<file path="src/rtl/ula_pkg.sv">
// Shared opcodes and FSM encoding for the serial logic unit.
package ula_pkg;

  localparam logic [1:0] OP_AND  = 2'b00;
  localparam logic [1:0] OP_OR   = 2'b01;
  localparam logic [1:0] OP_XOR  = 2'b10;
  localparam logic [1:0] OP_NAND = 2'b11;

  typedef enum logic [1:0] {
    IDLE = 2'b00,
    CALC = 2'b01,
    DONE = 2'b10
  } state_e;

endpackage

</file>
<file path="src/rtl/ula_logica_fatia.sv">
// Combinational bitwise slice: y = op(a, b) over Width bits.
module ula_logica_fatia
  import ula_pkg::*;
#(
  parameter int unsigned Width = 1
) (
  input  logic [Width-1:0] a_i,
  input  logic [Width-1:0] b_i,
  input  logic [1:0]       op_i,
  output logic [Width-1:0] y_o
);

  // Decode the opcode into one of the four gate functions.
  always_comb begin
    y_o = '0;
    unique case (op_i)
      OP_AND:  y_o = a_i & b_i;
      OP_OR:   y_o = a_i | b_i;
      OP_XOR:  y_o = a_i ^ b_i;
      OP_NAND: y_o = ~(a_i & b_i);
      default: y_o = '0;
    endcase
  end

endmodule

</file>
<file path="src/rtl/ula_logica_serial.sv">
// Multi-cycle bitwise logic unit: evaluates OP(A,B) BITS_PER_CYCLE bits per
// clock, LSB chunk first, with valid/ready handshakes on both sides.
module ula_logica_serial
  import ula_pkg::*;
#(
  parameter int unsigned WIDTH          = 16,
  parameter int unsigned BITS_PER_CYCLE = 1
) (
  input  logic             CLK,
  input  logic             RST_N,
  input  logic             IN_VALID,
  output logic             IN_READY,
  input  logic [WIDTH-1:0] A,
  input  logic [WIDTH-1:0] B,
  input  logic [1:0]       OP,
  output logic             OUT_VALID,
  input  logic             OUT_READY,
  output logic [WIDTH-1:0] RESULTADO,
  output logic             ZERO
);

  localparam int unsigned STEPS = WIDTH / BITS_PER_CYCLE;
  localparam int unsigned CNT_W = (STEPS > 1) ? $clog2(STEPS) : 1;

  if (WIDTH % BITS_PER_CYCLE != 0) begin : g_bad_param
    $error("BITS_PER_CYCLE must divide WIDTH");
  end

  state_e                    state_q, state_d;
  logic [WIDTH-1:0]          a_q, a_d, b_q, b_d;
  logic [1:0]                op_q, op_d;
  logic [CNT_W-1:0]          cnt_q, cnt_d;
  logic [WIDTH-1:0]          acc_q, acc_d, acc_next;
  logic [WIDTH-1:0]          res_q, res_d;
  logic                      zero_q, zero_d;
  logic [BITS_PER_CYCLE-1:0] chunk;
  logic                      last_step;

  ula_logica_fatia #(
    .Width(BITS_PER_CYCLE)
  ) u_fatia (
    .a_i (a_q[BITS_PER_CYCLE-1:0]),
    .b_i (b_q[BITS_PER_CYCLE-1:0]),
    .op_i(op_q),
    .y_o (chunk)
  );

  // Working accumulator fills from the top so the LSB chunk ends at bit 0.
  if (BITS_PER_CYCLE == WIDTH) begin : g_single
    assign acc_next = chunk;
  end else begin : g_multi
    assign acc_next = {chunk, acc_q[WIDTH-1:BITS_PER_CYCLE]};
  end

  assign last_step = (cnt_q == CNT_W'(STEPS - 1));

  // State register and datapath flops, synchronous active-low reset.
  always_ff @(posedge CLK) begin
    if (!RST_N) begin
      state_q <= IDLE;
      a_q     <= '0;
      b_q     <= '0;
      op_q    <= '0;
      cnt_q   <= '0;
      acc_q   <= '0;
      res_q   <= '0;
      zero_q  <= 1'b0;
    end else begin
      state_q <= state_d;
      a_q     <= a_d;
      b_q     <= b_d;
      op_q    <= op_d;
      cnt_q   <= cnt_d;
      acc_q   <= acc_d;
      res_q   <= res_d;
      zero_q  <= zero_d;
    end
  end

  // Next-state logic for the IDLE -> CALC -> DONE sequence.
  always_comb begin
    state_d = state_q;
    unique case (state_q)
      IDLE:    if (IN_VALID) state_d = CALC;
      CALC:    if (last_step) state_d = DONE;
      DONE:    if (OUT_READY) state_d = IDLE;
      default: state_d = IDLE;
    endcase
  end

  // Datapath next values; the visible result only updates on the final step
  // so RESULTADO/ZERO stay put while a new operation is in flight.
  always_comb begin
    a_d    = a_q;
    b_d    = b_q;
    op_d   = op_q;
    cnt_d  = cnt_q;
    acc_d  = acc_q;
    res_d  = res_q;
    zero_d = zero_q;
    unique case (state_q)
      IDLE: begin
        if (IN_VALID) begin
          a_d   = A;
          b_d   = B;
          op_d  = OP;
          cnt_d = '0;
          acc_d = '0;
        end
      end
      CALC: begin
        acc_d = acc_next;
        a_d   = a_q >> BITS_PER_CYCLE;
        b_d   = b_q >> BITS_PER_CYCLE;
        cnt_d = cnt_q + CNT_W'(1);
        if (last_step) begin
          res_d  = acc_next;
          zero_d = (acc_next == '0);
        end
      end
      default: ;
    endcase
  end

  // Handshake and result outputs, decoded from the state register.
  always_comb begin
    IN_READY  = (state_q == IDLE);
    OUT_VALID = (state_q == DONE);
    RESULTADO = res_q;
    ZERO      = zero_q;
  end

endmodule

</file>
<file path="config.mk">
export PLATFORM = sky130hd
export DESIGN_NAME = ula_logica_serial
export DESIGN_NICKNAME = d
export VERILOG_FILES = /design/src/rtl/ula_pkg.sv /design/src/rtl/ula_logica_fatia.sv /design/src/rtl/ula_logica_serial.sv
export SDC_FILE = /design/constraint.sdc
export NUM_CORES = 1
export LEC_CHECK = 0
export CORE_UTILIZATION = 53
export CTS_BUF_LIST = sky130_fd_sc_hd__clkbuf_2
export DETAILED_ROUTE_END_ITERATION = 10
export MAX_ROUTING_LAYER = met4
export PLACE_DENSITY = 0.81
export SLEW_MARGIN = 20
export SYNTH_ARGS = -nofsm -noshare
export SYNTH_HDL_FRONTEND = slang
export SYNTH_SLANG_ARGS = --single-unit
</file>
<file path="constraint.sdc">
create_clock -name CLK -period 2.1 [get_ports CLK]
set_clock_uncertainty 0.2 [all_clocks]
set_input_delay 0.315 -clock CLK [delete_from_list [all_inputs] [get_ports CLK]]
set_output_delay 0.315 -clock CLK [all_outputs]
set_load 0.05 [all_outputs]
</file>
==> results of run 1 <==
registers in the layout (all words and copies together), names as in the netlist:
signal,count
state_q,2
cnt_q,4
ZERO,1
op_q,2
a_q,16
b_q,16
RESULTADO,16
acc_q,15
Yosys cell counts, drive strengths merged:
| cell type | instances | area, µm² |
|---|---|---|
| dfxtp | 72 | 1441 |
| nand2 | 61 | 229.0 |
| nor2 | 49 | 188.9 |
| a21boi | 43 | 322.8 |
| o221ai | 22 | 192.7 |
| nand3 | 20 | 100.1 |
| clkbuf | 14 | 52.55 |
| buf | 13 | 77.57 |
| a22oi | 8 | 60.06 |
| nor2b | 4 | 25.02 |
| ha | 3 | 37.54 |
| nor3b | 3 | 22.52 |
| nor4 | 3 | 18.77 |
| o21ai | 3 | 15.01 |
| a21oi | 2 | 10.01 |
| and2 | 2 | 12.51 |
| inv | 2 | 7.510 |
| mux2i | 2 | 20.02 |
| nand4 | 2 | 12.51 |
| a211oi | 1 | 7.510 |
| nand2b | 1 | 6.260 |
| nand3b | 1 | 7.510 |
| nor3 | 1 | 5.000 |
| nor4b | 1 | 8.760 |
| o211a | 1 | 10.01 |
| o21a | 1 | 7.510 |
| o41ai | 1 | 16.27 |
| or2 | 1 | 6.260 |
| or3b | 1 | 8.760 |
final cells by class:
cell class | count | area (µm²) | share of cell area [%]
clock buffers | 10 | 50.05 | 1.371
clock inverters | 6 | 50.05 | 1.371
inverters | 2 | 7.507 | 0.2057
multi-input cells | 237 | 1351 | 37.02
flip-flops and latches | 72 | 1441 | 39.49
well taps | 70 | 87.58 | 2.400
repair buffers | 72 | 661.9 | 18.14
per-layer routing:
metal | global-route usage (%) | vias up | wire length, µm
met5 | - | - | 0
met4 | 10.77 | 0 | 134
met3 | 5.629 | 15 | 327
met2 | 37.93 | 77 | 2884
met1 | 28.67 | 1178 | 2855
li1 | - | 1290 | -
stage by stage:
step / setup slack, ps / std cells / hold WS, ps / power (mW) / area (µm²)
final: 164.2 / 469 / 69.94 / 2.492 / 3650
after global routing: 58.15 / 469 / 42.30 / 2.608 / 3650
after CTS: 142.7 / 469 / 52.60 / 2.502 / 3650
after detailed placement: 8.744 / 453 / 257.6 / 1.797 / 3571
after global placement: 14.59 / 453 / 250.4 / 1.789 / 3571
after floorplan: 394.9 / 338 / 240.7 / 1.662 / 2930
worst max-delay path by stage:
stage / from / end
after floorplan: state_q[1] / state_q[1]
after global placement: IN_VALID / cnt_q[2]
after detailed placement: IN_VALID / cnt_q[2]
after CTS: ZERO / ZERO
after global routing: state_q[1] / OUT_VALID
final: ZERO / ZERO
cell families (layout without fill, tap and decap cells):
group           after synthesis  after routing
compound gates               82             82
buf+inv                      29             90
fa+ha+maj                     3              3
mux                           2              2
flops                        72             72
simple gates                150            150
report_power, final:
part	switching [mW]	internal (mW)	total (mW)
registers	0.0343	1.43	1.46
clock network	0.458	0.264	0.721
logic	0.155	0.156	0.311
worst min-delay path, cell delays in order:
cell     delay (ps)
buf_2           120
nor4b_1         150
nand4_1         100
o41ai_2          60
==> out/metrics.cfg, run 1 <==
[clock_tree]
hold_buffers=0
clock-sinks=72
cts_resized=17
cts_setup_buffers=0
htreeDepth=3
cts_made_buffers=9
cts_tree=done
clockBufferDepth=2
clkTransAtPathRegs_ps=190
root_buffer=clkbuf_2
clk-insertion-delay-late_ps=490

[timing]
min_period_ps=1936
worst_pin_slew_ps=500.1
fmax_mhz=516.6
setup_tns_ps=0
finalHoldViolCount=0
finalCritPeriodShare_pct=92.18
rsz0062_at_grt=false
setup_viol_count_final=0
slew_viol_final=0
slew_headroom_pct=66.79

[logic_synthesis]
synth_adder_area_share_pct=1.281
ys_seq_elements=72
syn_inst=338
yosysWarnings=0
synth_fp_nets=379
avgSynthCellArea_um2=8.670
synth_area_um2=2930
ys_types=33
synthSimpleGateAreaFrac_pct=22.25
synthMuxAreaShare_pct=0.6832
synth_top_family_by_area=simple AND/OR/NAND/NOR gates
yosysSeqAreaShare_pct=49.19
synth-compound-area-share_pct=21.90
synthXorXnorAreaFrac_pct=0

[global_routing]
first_global_vias=2481
grt_pass1_wl_um=10890
grt-ovfl-total=0
antenna_found_initial=0
grt_max_degree=47
grt_usage_pct=23.84

[placement]
globalplace.congestion=0.7803
dp_hpwl_um=4244
io_buffer_count=56

[drt]
viasPerCell=5.458
drc=0
vias=2560
drt-pass1-iter-count=5
wl_um=6203
detail-route-antenna-nets=0
drt-initial-drc-count=172
routedWlPerCell_um=13.23

[power]
powerDensity_nw_per_um2=682.8
power_leakage_nw=1.415
peakVddDrop_v=0.0004929

[die]
die_height_um=76.36
num_rows=26
placeableCoreArea_um2=5205
initial_core_util_pct=56.30
top_level_ports=57
die_area_um2=5830
die_x_um=76.36

[critical_path]
r2r_slack_ps=370
cpPeakStageDelay_ps=540
r2r_cells=6
crit_buf_inv=1
cp.depth=1
cp.required_ps=1580
reg2reg_from=cnt_q[0]
end_kind=output port
crit_chain=dlygate4sd2_1
worstSetupStartpointType=register
cp_data_arrival_time_ps=1420
crit_family=buffers and inverters
crit_type=reg -> out
worst-path-max-fanout=2
critPathSlowestCell=dlygate4sd2_1
r2r-end=ZERO

[cells_and_area]
fillers=434
layout-drive-gt1-share_pct=8.521
final_nets=435
syn_to_final_growth_pct=24.55
utilization_pct=70.12
final_common_cell=dfxtp_1
final_cell_mix=dfxtp_1, nand2_1, nor2_1
diodes=0

[flow_run]
maxCapViolCount=0

[min_path]
holdPathEnd=ZERO
hold_depth=4
hold_path_class=in -> reg
worstHoldStart=RST_N

[run_status]
status=finished clean

Power figures use the tool's default switching activity.
==> inputs of run 2 (changes only) <==
Settings changed: PLACE_DENSITY 0.81 to 0.86.
==> out/metrics.cfg, run 2 (synthesis gave the netlist of run 1 again) <==
[run_status]
status=finished clean  ; unchanged

[critical_path]
crit_type=reg -> out  ; unchanged
cp.required_ps=1580  ; about the same
r2r_cells=4  ; was 6
worstSetupStartpointType=register  ; unchanged
cp_data_arrival_time_ps=1410  ; was 1420 ps
crit_family=buffers and inverters  ; unchanged
crit_chain=dlygate4sd2_1  ; unchanged
r2r-end=acc_q[15]  ; was ZERO
critPathSlowestCell=dlygate4sd2_1  ; unchanged
end_kind=output port  ; unchanged
worst-path-max-fanout=2  ; unchanged
r2r_slack_ps=270  ; was 370 ps
crit_buf_inv=1  ; unchanged
reg2reg_from=state_q[0]  ; was cnt_q[0]
cpPeakStageDelay_ps=520  ; was 540 ps

[global_routing]
grt_pass1_wl_um=10540  ; was 10,890 µm
top_usage_layer=met2  ; unchanged
grt_max_degree=73  ; was 47
grt.met2_usage_pct=36.49  ; was 37.93%
grt_usage_pct=23.10  ; was 23.84%
met1_usage_pct=29.21  ; was 28.67%
antenna_found_initial=0  ; unchanged
grt-ovfl-total=0  ; unchanged
first_global_vias=2282  ; was 2,481
use_met3_pct=3.952  ; was 5.629%

[die]
die_height_um=76.36  ; unchanged
die_area_um2=5830  ; unchanged
num_rows=26  ; unchanged
initial_core_util_pct=56.30  ; unchanged
top_level_ports=57  ; unchanged
placeableCoreArea_um2=5205  ; unchanged
die_x_um=76.36  ; unchanged

[clock_tree]
htreeDepth=3  ; unchanged
clock-sinks=72  ; unchanged
clkTransAtPathRegs_ps=210  ; was 190 ps
clk-insertion-delay-late_ps=510  ; was 490 ps
cts_tree=done  ; unchanged
cts_setup_buffers=0  ; unchanged
clockBufferDepth=2  ; unchanged
cts_made_buffers=9  ; unchanged
root_buffer=clkbuf_2  ; unchanged

[power]
peakVddDrop_v=0.0004630  ; was 0.0004929 V
power_leakage_nw=1.415  ; about the same
powerDensity_nw_per_um2=719.3  ; was 682.8 nW/µm²

[drt]
detail-route-antenna-nets=0  ; unchanged
routedWlPerCell_um=13.25  ; was 13.23 µm
drt-initial-drc-count=247  ; was 172
drt-pass1-iter-count=6  ; was 5
viasPerCell=5.471  ; was 5.458
drc=0  ; unchanged
vias=2555  ; was 2,560
wl_um=6186  ; was 6203 µm

[timing]
rsz0062_at_grt=false  ; unchanged
worst_pin_slew_ps=524.8  ; was 500.1 ps
fmax_mhz=519.0  ; was 516.6 MHz
setup_tns_ps=0  ; unchanged
slew_viol_final=0  ; unchanged
finalCritPeriodShare_pct=91.75  ; was 92.18%
final.setup.worst_slack_ps=173.3  ; was 164.2 ps
setup_viol_count_final=0  ; unchanged
min_period_ps=1927  ; was 1936 ps
finalHoldViolCount=0  ; unchanged
slew_headroom_pct=64.94  ; was 66.79%

[cells_and_area]
syn_to_final_growth_pct=25.19  ; was 24.55%
fillers=420  ; was 434
diodes=0  ; unchanged
final_nets=433  ; was 435
final_cell_mix=dfxtp_1, nand2_1, nor2_1  ; unchanged
layout-drive-gt1-share_pct=8.816  ; was 8.521%
final_common_cell=dfxtp_1  ; unchanged

[min_path]
worstHoldStart=RST_N  ; unchanged
hold_path_class=in -> reg  ; unchanged
holdPathEnd=RESULTADO[14]  ; was ZERO
hold_depth=3  ; was 4

[flow_run]
maxCapViolCount=0  ; unchanged

[placement]
pre_cts_slack_ps=51.12  ; was 8.744 ps
dp_hpwl_um=4169  ; was 4244 µm
io_buffer_count=56  ; unchanged
globalplace.congestion=0.7622  ; was 0.7803

[run 2: what timing repair did]
item                       CTS  global route
setup endpoints to repair   17             4
resized for setup           17             1
hold endpoints to repair     0             0
hold buffers                 0             0
[run 2: power by group]
| part | internal, mW | switching (mW) | total [mW] |
|---|---|---|---|
| sequential | 1.43 | 0.0354 | 1.46 |
| clock | 0.392 | 0.481 | 0.873 |
| combinational | 0.150 | 0.154 | 0.304 |
[run 2: worst max-delay path by stage]
stage / from / to / slack (ps) / cells after the start
after floorplan: state_q[1] / state_q[1] / 390 / 3
after CTS: cnt_q[0] / RESULTADO[6] / 100 / 6
final: RESULTADO[6] / RESULTADO[6] / 170 / 1
after global routing: state_q[0] / RESULTADO[2] / 70 / 6
after detailed placement: IN_VALID / cnt_q[2] / 50 / 6
after global placement: IN_VALID / cnt_q[2] / 100 / 6
[run 2: per-stage QoR]
| step | hold slack [ps] | area [µm²] | utilization [%] | total power, mW | instances |
|---|---|---|---|---|---|
| 4_1_cts | 77.57 | 3669 | 70.48 | 2.645 | 467 |
| 3_5_place_dp | 257.9 | 3556 | 68.32 | 1.792 | 451 |
| 3_3_place_gp | 250.0 | 3556 | 68.32 | 1.780 | 451 |
| 2_1_floorplan | 240.7 | 2930 | - | 1.662 | 338 |
| 6_report | 91.01 | 3669 | 70.48 | 2.639 | 467 |
| 5_1_grt | 87.91 | 3669 | 70.48 | 2.739 | 467 |
[run 2: final cells by class]
cell class,count,area (µm²),area share (%)
repair buffers,70,646.9,17.63
flip-flops and latches,72,1441,39.29
well taps,70,87.58,2.387
multi-input cells,237,1351,36.84
inverters,2,7.507,0.2046
clock buffers,10,50.05,1.364
clock inverters,6,83.83,2.285
[run 2: layer usage]
metal  up-vias  share of wire [%]
met5         -                  0
met4         0                1.8
met3        12                4.2
met2        79                 48
met1      1174                 46
li1       1290                  -
==> inputs of run 3 (changes only) <==
Settings changed: SLEW_MARGIN 20 to unset.
==> results of run 3 <==
No change in the layout: final DEF, timing and power equal those of run 2.
